--- config.mk ---
export PLATFORM = sky130hd
export DESIGN_NAME = floo_credit_tx
export DESIGN_NICKNAME = d
export VERILOG_FILES = /design/src/rtl/floo_pkg.sv /design/src/rtl/floo_credit_counter.sv /design/src/rtl/floo_credit_tx.sv
export SDC_FILE = /design/constraint.sdc
export NUM_CORES = 1
export LEC_CHECK = 0
export ABC_AREA = 1
export ABC_CLOCK_PERIOD_IN_PS = 990
export CAP_MARGIN = 40
export CELL_PAD_IN_SITES_DETAIL_PLACEMENT = 1
export CELL_PAD_IN_SITES_GLOBAL_PLACEMENT = 1
export CORE_AREA = 2 2 39 41
export CTS_CLUSTER_DIAMETER = 60
export DETAILED_ROUTE_END_ITERATION = 10
export DIE_AREA = 0 0 41 43
export PLACE_DENSITY = 0.63
export SYNTH_ARGS = -nofsm -noshare
export SYNTH_HDL_FRONTEND = slang
export SYNTH_SLANG_ARGS = --single-unit
--- constraint.sdc ---
create_clock -name clk_i -period 0.99 [get_ports clk_i]
set_clock_uncertainty 0.1 [all_clocks]
set_input_delay 0.1485 -clock clk_i [delete_from_list [all_inputs] [get_ports clk_i]]
set_output_delay 0.1485 -clock clk_i [all_outputs]
set_load 0.01 [all_outputs]
--- src/rtl/floo_pkg.sv ---
// Shared link types and constants for the floo credit-flow egress path.
package floo_pkg;

    localparam int unsigned DefaultNumCredits = 2;
    localparam int unsigned MaxVcIdWidth      = 4;

    // VC tag carried on the physical link alongside each flit.
    typedef logic [MaxVcIdWidth-1:0] vc_id_t;

    function automatic int unsigned idx_width(input int unsigned num);
        return (num > 1) ? unsigned'($clog2(num)) : 1;
    endfunction

endpackage

--- src/rtl/floo_credit_counter.sv ---
// Per-VC credit counter: starts full, counts down on send and up on credit return,
// saturating at the receiver buffer depth and flagging any excess return.
module floo_credit_counter
    import floo_pkg::*;
#(
    parameter int unsigned NumCredits  = DefaultNumCredits,
    parameter int unsigned CreditWidth = $clog2(NumCredits + 1)
) (
    input  logic                   clk_i,
    input  logic                   rst_i,
    input  logic                   inc_i,
    input  logic                   dec_i,
    output logic [CreditWidth-1:0] cnt_o,
    output logic                   overflow_o
);

    localparam logic [CreditWidth-1:0] MaxCnt = CreditWidth'(NumCredits);

    logic [CreditWidth-1:0] cnt_d, cnt_q;

    always_comb begin
        cnt_d      = cnt_q;
        overflow_o = 1'b0;
        case ({inc_i, dec_i})
            2'b10: begin
                if (cnt_q == MaxCnt) begin
                    overflow_o = 1'b1;
                end else begin
                    cnt_d = cnt_q + 1'b1;
                end
            end
            2'b01:   cnt_d = cnt_q - 1'b1;
            default: cnt_d = cnt_q;
        endcase
    end

    always_ff @(posedge clk_i) begin
        if (rst_i) begin
            cnt_q <= MaxCnt;
        end else begin
            cnt_q <= cnt_d;
        end
    end

    assign cnt_o = cnt_q;

    no_send_without_credit: assert property (@(posedge clk_i) disable iff (rst_i)
        dec_i |-> (cnt_q != '0));

endmodule

--- src/rtl/floo_credit_tx.sv ---
// Router egress stage: arbitrates ready-first per-VC requests onto one registered,
// credit-flow-controlled link; ready depends only on the local credit counters.
module floo_credit_tx
    import floo_pkg::*;
#(
    parameter int unsigned  NumVirtChannels = 1,
    parameter type          flit_t          = logic,
    parameter int unsigned  NumCredits      = DefaultNumCredits,
    localparam int unsigned CreditWidth     = $clog2(NumCredits + 1),
    localparam int unsigned VcIdWidth       = idx_width(NumVirtChannels)
) (
    input  logic                       clk_i,
    input  logic                       rst_i,
    input  logic [NumVirtChannels-1:0] valid_i,
    output logic [NumVirtChannels-1:0] ready_o,
    input  flit_t                      data_i,
    output logic                       valid_o,
    output logic [VcIdWidth-1:0]       vc_o,
    output flit_t                      data_o,
    input  logic [NumVirtChannels-1:0] credit_i,
    output logic                       credit_err_o
);

    logic [NumVirtChannels-1:0] req, grant, overflow;
    logic [CreditWidth-1:0]     cnt [NumVirtChannels];
    logic [VcIdWidth-1:0]       grant_vc;
    logic                       xfer, multi_req;

    logic                 valid_q;
    logic [VcIdWidth-1:0] vc_q;
    flit_t                data_q;
    logic                 err_d, err_q;

    assign req       = valid_i & ready_o;
    assign multi_req = |(req & (req - 1'b1));
    assign xfer      = |grant;

    // Lowest index wins if upstream ever breaks the one-hot promise.
    always_comb begin
        grant    = '0;
        grant_vc = '0;
        for (int unsigned v = 0; v < NumVirtChannels; v++) begin
            if (req[v] && (grant == '0)) begin
                grant[v] = 1'b1;
                grant_vc = VcIdWidth'(v);
            end
        end
    end

    for (genvar v = 0; v < NumVirtChannels; v++) begin : gen_vc
        floo_credit_counter #(
            .NumCredits  (NumCredits),
            .CreditWidth (CreditWidth)
        ) u_credit_counter (
            .clk_i      (clk_i),
            .rst_i      (rst_i),
            .inc_i      (credit_i[v]),
            .dec_i      (grant[v]),
            .cnt_o      (cnt[v]),
            .overflow_o (overflow[v])
        );

        assign ready_o[v] = (cnt[v] != '0);

        valid_held_until_ready: assert property (@(posedge clk_i) disable iff (rst_i)
            (valid_i[v] && !ready_o[v]) |=> valid_i[v]);
    end

    assign err_d = err_q | multi_req | (|overflow);

    always_ff @(posedge clk_i) begin
        if (rst_i) begin
            valid_q <= 1'b0;
            vc_q    <= '0;
            data_q  <= '0;
            err_q   <= 1'b0;
        end else begin
            valid_q <= xfer;
            if (xfer) begin
                vc_q   <= grant_vc;
                data_q <= data_i;
            end
            err_q <= err_d;
        end
    end

    assign valid_o      = valid_q;
    assign vc_o         = vc_q;
    assign data_o       = data_q;
    assign credit_err_o = err_q;

    valid_onehot: assert property (@(posedge clk_i) disable iff (rst_i) $onehot0(valid_i));

endmodule

==> summary.md <==
| Metric | Value |
|---|---|
| Status | `finished, violations left` |
| Failing checks | `negative setup slack` |
| Critical path peak fanout | `3` |
| Max-cap viol count | `0` |
| Clk_lat worst skew | `0.24 ns` |
| Final hold vios | `0` |
| Setup violators final | `5` |
| DP Wirelength | `568 um` |
| Top-area cell type share of the netlist area | `41.0%` |
| Initial Utilization | `17.6%` |
| IO buf count | `8` |
| CTS Buf Count | `3` |
| DRT Pass-1 Iters | `2` |
| Grt ovf | `0` |
| Drt initial violations | `7` |
| Mapped Cells | `34` |
| Data required time of the critical path | `1.03 ns` |
| Final Max Slew Viols | `0` |
| Row cnt | `14` |
| Combinational Power Share | `30.2%` |
| Fin Hold WS | `0.350 ns` |
| Post-route antenna net violation count | `0` |
| Part of the power in registers | `34.7%` |
| Largest net degree at the start of global routing | `6` |
| Pwr per Cell Area | `1610 nW/um^2` |
| CTS tree | `done` |
| CTS max path bufs | `2` |
| Number of antenna violations at the first check in global routing | `0` |
| Post-Synthesis Net Count | `39` |
| Vias | `271` |
| H-tree Lvls | `1` |
| Crit path time final | `1.10 ns` |
| RSZ-0062 raised after global routing | `yes` |
| Worst Hold Class | `reg -> reg` |
| Root Driver | `clkbuf_4` |
| IO Pins | `10` |
| Top cell type by total area after synthesis | `dfxtp_1` |
| Seq/Total Area, Yosys | `41.0%` |
| P_sw | `0.202 mW` |
| Fmax | `907 MHz` |
| Synth Warn # | `0` |
| Final core utilization | `30.6%` |
| Maximum VDD drop | `0.493 mV` |
| Register bit total from synthesis | `5` |
| First-pass GRT wire length | `1240 um` |
| Tcrit/Tclk final | `111%` |
| CP Capture Type | `register` |
| Vias in the first global route | `283` |
| Syn avg cell area | `7.18 um^2` |
| Clock slew at reported path FFs | `0.04 ns` |
| Post-CTS Hold Buffers | `0` |
| Clk pwr share | `35.1%` |
| Crit Path Class | `reg -> reg` |
| ANT cells | `0` |
| Internal power | `0.479 mW` |
| Fraction of layout instances using a drive strength above 1 | `45.1%` |
| Netlist cell types | `12` |
| Critical Path AT | `1.14 ns` |
| Crit path launch type | `register` |
| Fin worst setup slack | `-0.112 ns` |
| Lkg Pwr | `0.207 nW` |
| Sink Count | `5` |
| Die Wd | `41 um` |
| Gr usage total | `11.4%` |
| Detailed Route WL | `751 um` |
| Core area | `1380 um^2` |
| Nets@finish | `57` |
| Residual DRC | `0` |
| Mapped cell area | `244 um^2` |
| Sw Ratio | `29.6%` |
| Routed len/inst | `11.2 um` |
| GPL Wtd Cong | `0.692` |
| DR vias/cell | `4.04` |
| Die Y | `43 um` |
| Synth top area cells | `dfxtp_1 41%, inv_1 9.2%, nand3_2 8.2%` |
| Layout area overhead | `73.3%` |
| DIE AREA | `1760 um^2` |
## cells by family after synthesis
logic type,count (synthesis),synth area share (%)
AOI/OAI and AO/OA,4,8.20
DFF,5,41.0
other,1,1.54
and+or+nand+nor,17,36.9
buffers and inverters,7,12.3
## worst paths after layout
path / startpoint / end / slack [ns] / cells past startpoint
worst max-delay path: gen_vc[0].u_credit_counter.cnt_o[1] / gen_vc[0].u_credit_counter.cnt_o[0] / -0.11 / 5
worst max register to register: gen_vc[0].u_credit_counter.cnt_o[1] / gen_vc[0].u_credit_counter.cnt_o[0] / -0.11 / 5
worst min register to register: credit_err_o / credit_err_o / 0.35 / 2
worst min-delay path: credit_err_o / credit_err_o / 0.35 / 2
## area by class of cell
type | instances | area (um^2)
Clock buffer | 4 | 26.3
Fill cell | 174 | 961
Inverter | 6 | 22.5
Multi-Input combinational cell | 22 | 138
Sequential cell | 5 | 103
Tap cell | 16 | 20.0
Timing Repair Buffer | 14 | 114
## sequential cells by signal (all words and copies together) (netlist names)
signal,count
valid_o,1
data_o,1
credit_err_o,1
gen_vc.u_credit_counter.cnt_o,2
## per-layer routing
layer	global-route usage [%]	vias to the layer above	share of wire [%]
met5	0	-	0
met4	10.0	0	2.0
met3	3.14	2	3.6
met2	15.9	5	50
met1	13.2	121	44
li1	-	143	-
## stage by stage
stage               TNS (ns)  cell area, um^2  cells  total power [mW]  worst slack (ns)
CTS                   -0.354              419     67             0.695            -0.117
detailed placement     -2.04              380     62             0.424            -0.353
finish                -0.327              423     67             0.681            -0.112
floorplan                  0              250     34             0.322           0.00440
global placement       -1.84              380     62             0.420            -0.317
global route          -0.698              423     67             0.739            -0.207
## cells in the mapped netlist
cell and count:
nand3_1 3, nand2_1 5, a21oi_1 3, nor2_1 3, nand3_2 2, nand4_1 3, inv_1 6, o21ai_1 1
conb_1 1, nand2_2 1, buf_4 1, dfxtp_1 5
## layout by cell type (no fill, tap or decap)
master / Yosys / routed
nand2_1: 5 / 5
buf_4: 1 / 5
inv_1: 6 / 4
nor2_1: 3 / 3
nand3_1: 3 / 3
nand4_1: 3 / 3
clkbuf_4: 0 / 3
dfxtp_1: 5 / 3
clkdlybuf4s50_1: 0 / 3
buf_2: 0 / 3
inv_2: 0 / 2
a21oi_2: 0 / 2
nand3_2: 2 / 2
dfxtp_2: 0 / 2
buf_6: 0 / 2
nand2_4: 0 / 1
o21ai_4: 0 / 1
a21oi_1: 3 / 1
conb_1: 1 / 1
clkbuf_1: 0 / 1
dlygate4sd2_1: 0 / 1
## power by group through the flow
| stage | logic [mW] | registers [mW] | clock network [mW] |
|---|---|---|---|
| 2_1_floorplan | 0.0716 | 0.250 | 0 |
| 3_3_place_gp | 0.182 | 0.238 | 0 |
| 3_5_place_dp | 0.185 | 0.239 | 0 |
| 4_1_cts | 0.204 | 0.236 | 0.255 |
| 5_1_grt | 0.225 | 0.240 | 0.274 |
| 6_report | 0.206 | 0.236 | 0.239 |
## critical path, stage by stage, from the launching register on
cell and delay [ns]:
dfxtp_2 0.32, buf_6 0.12, o21ai_4 0.16, nand3_2 0.11, a21oi_2 0.13, nor2_1 0.04
## what timing repair did
action / CTS / global route
pin swaps: 8 / 4
resized for setup: 23 / 1
buffers inserted: 1 / 0
endpoints found under the setup margin: 8 / 6
Power figures use the tool's default switching activity.
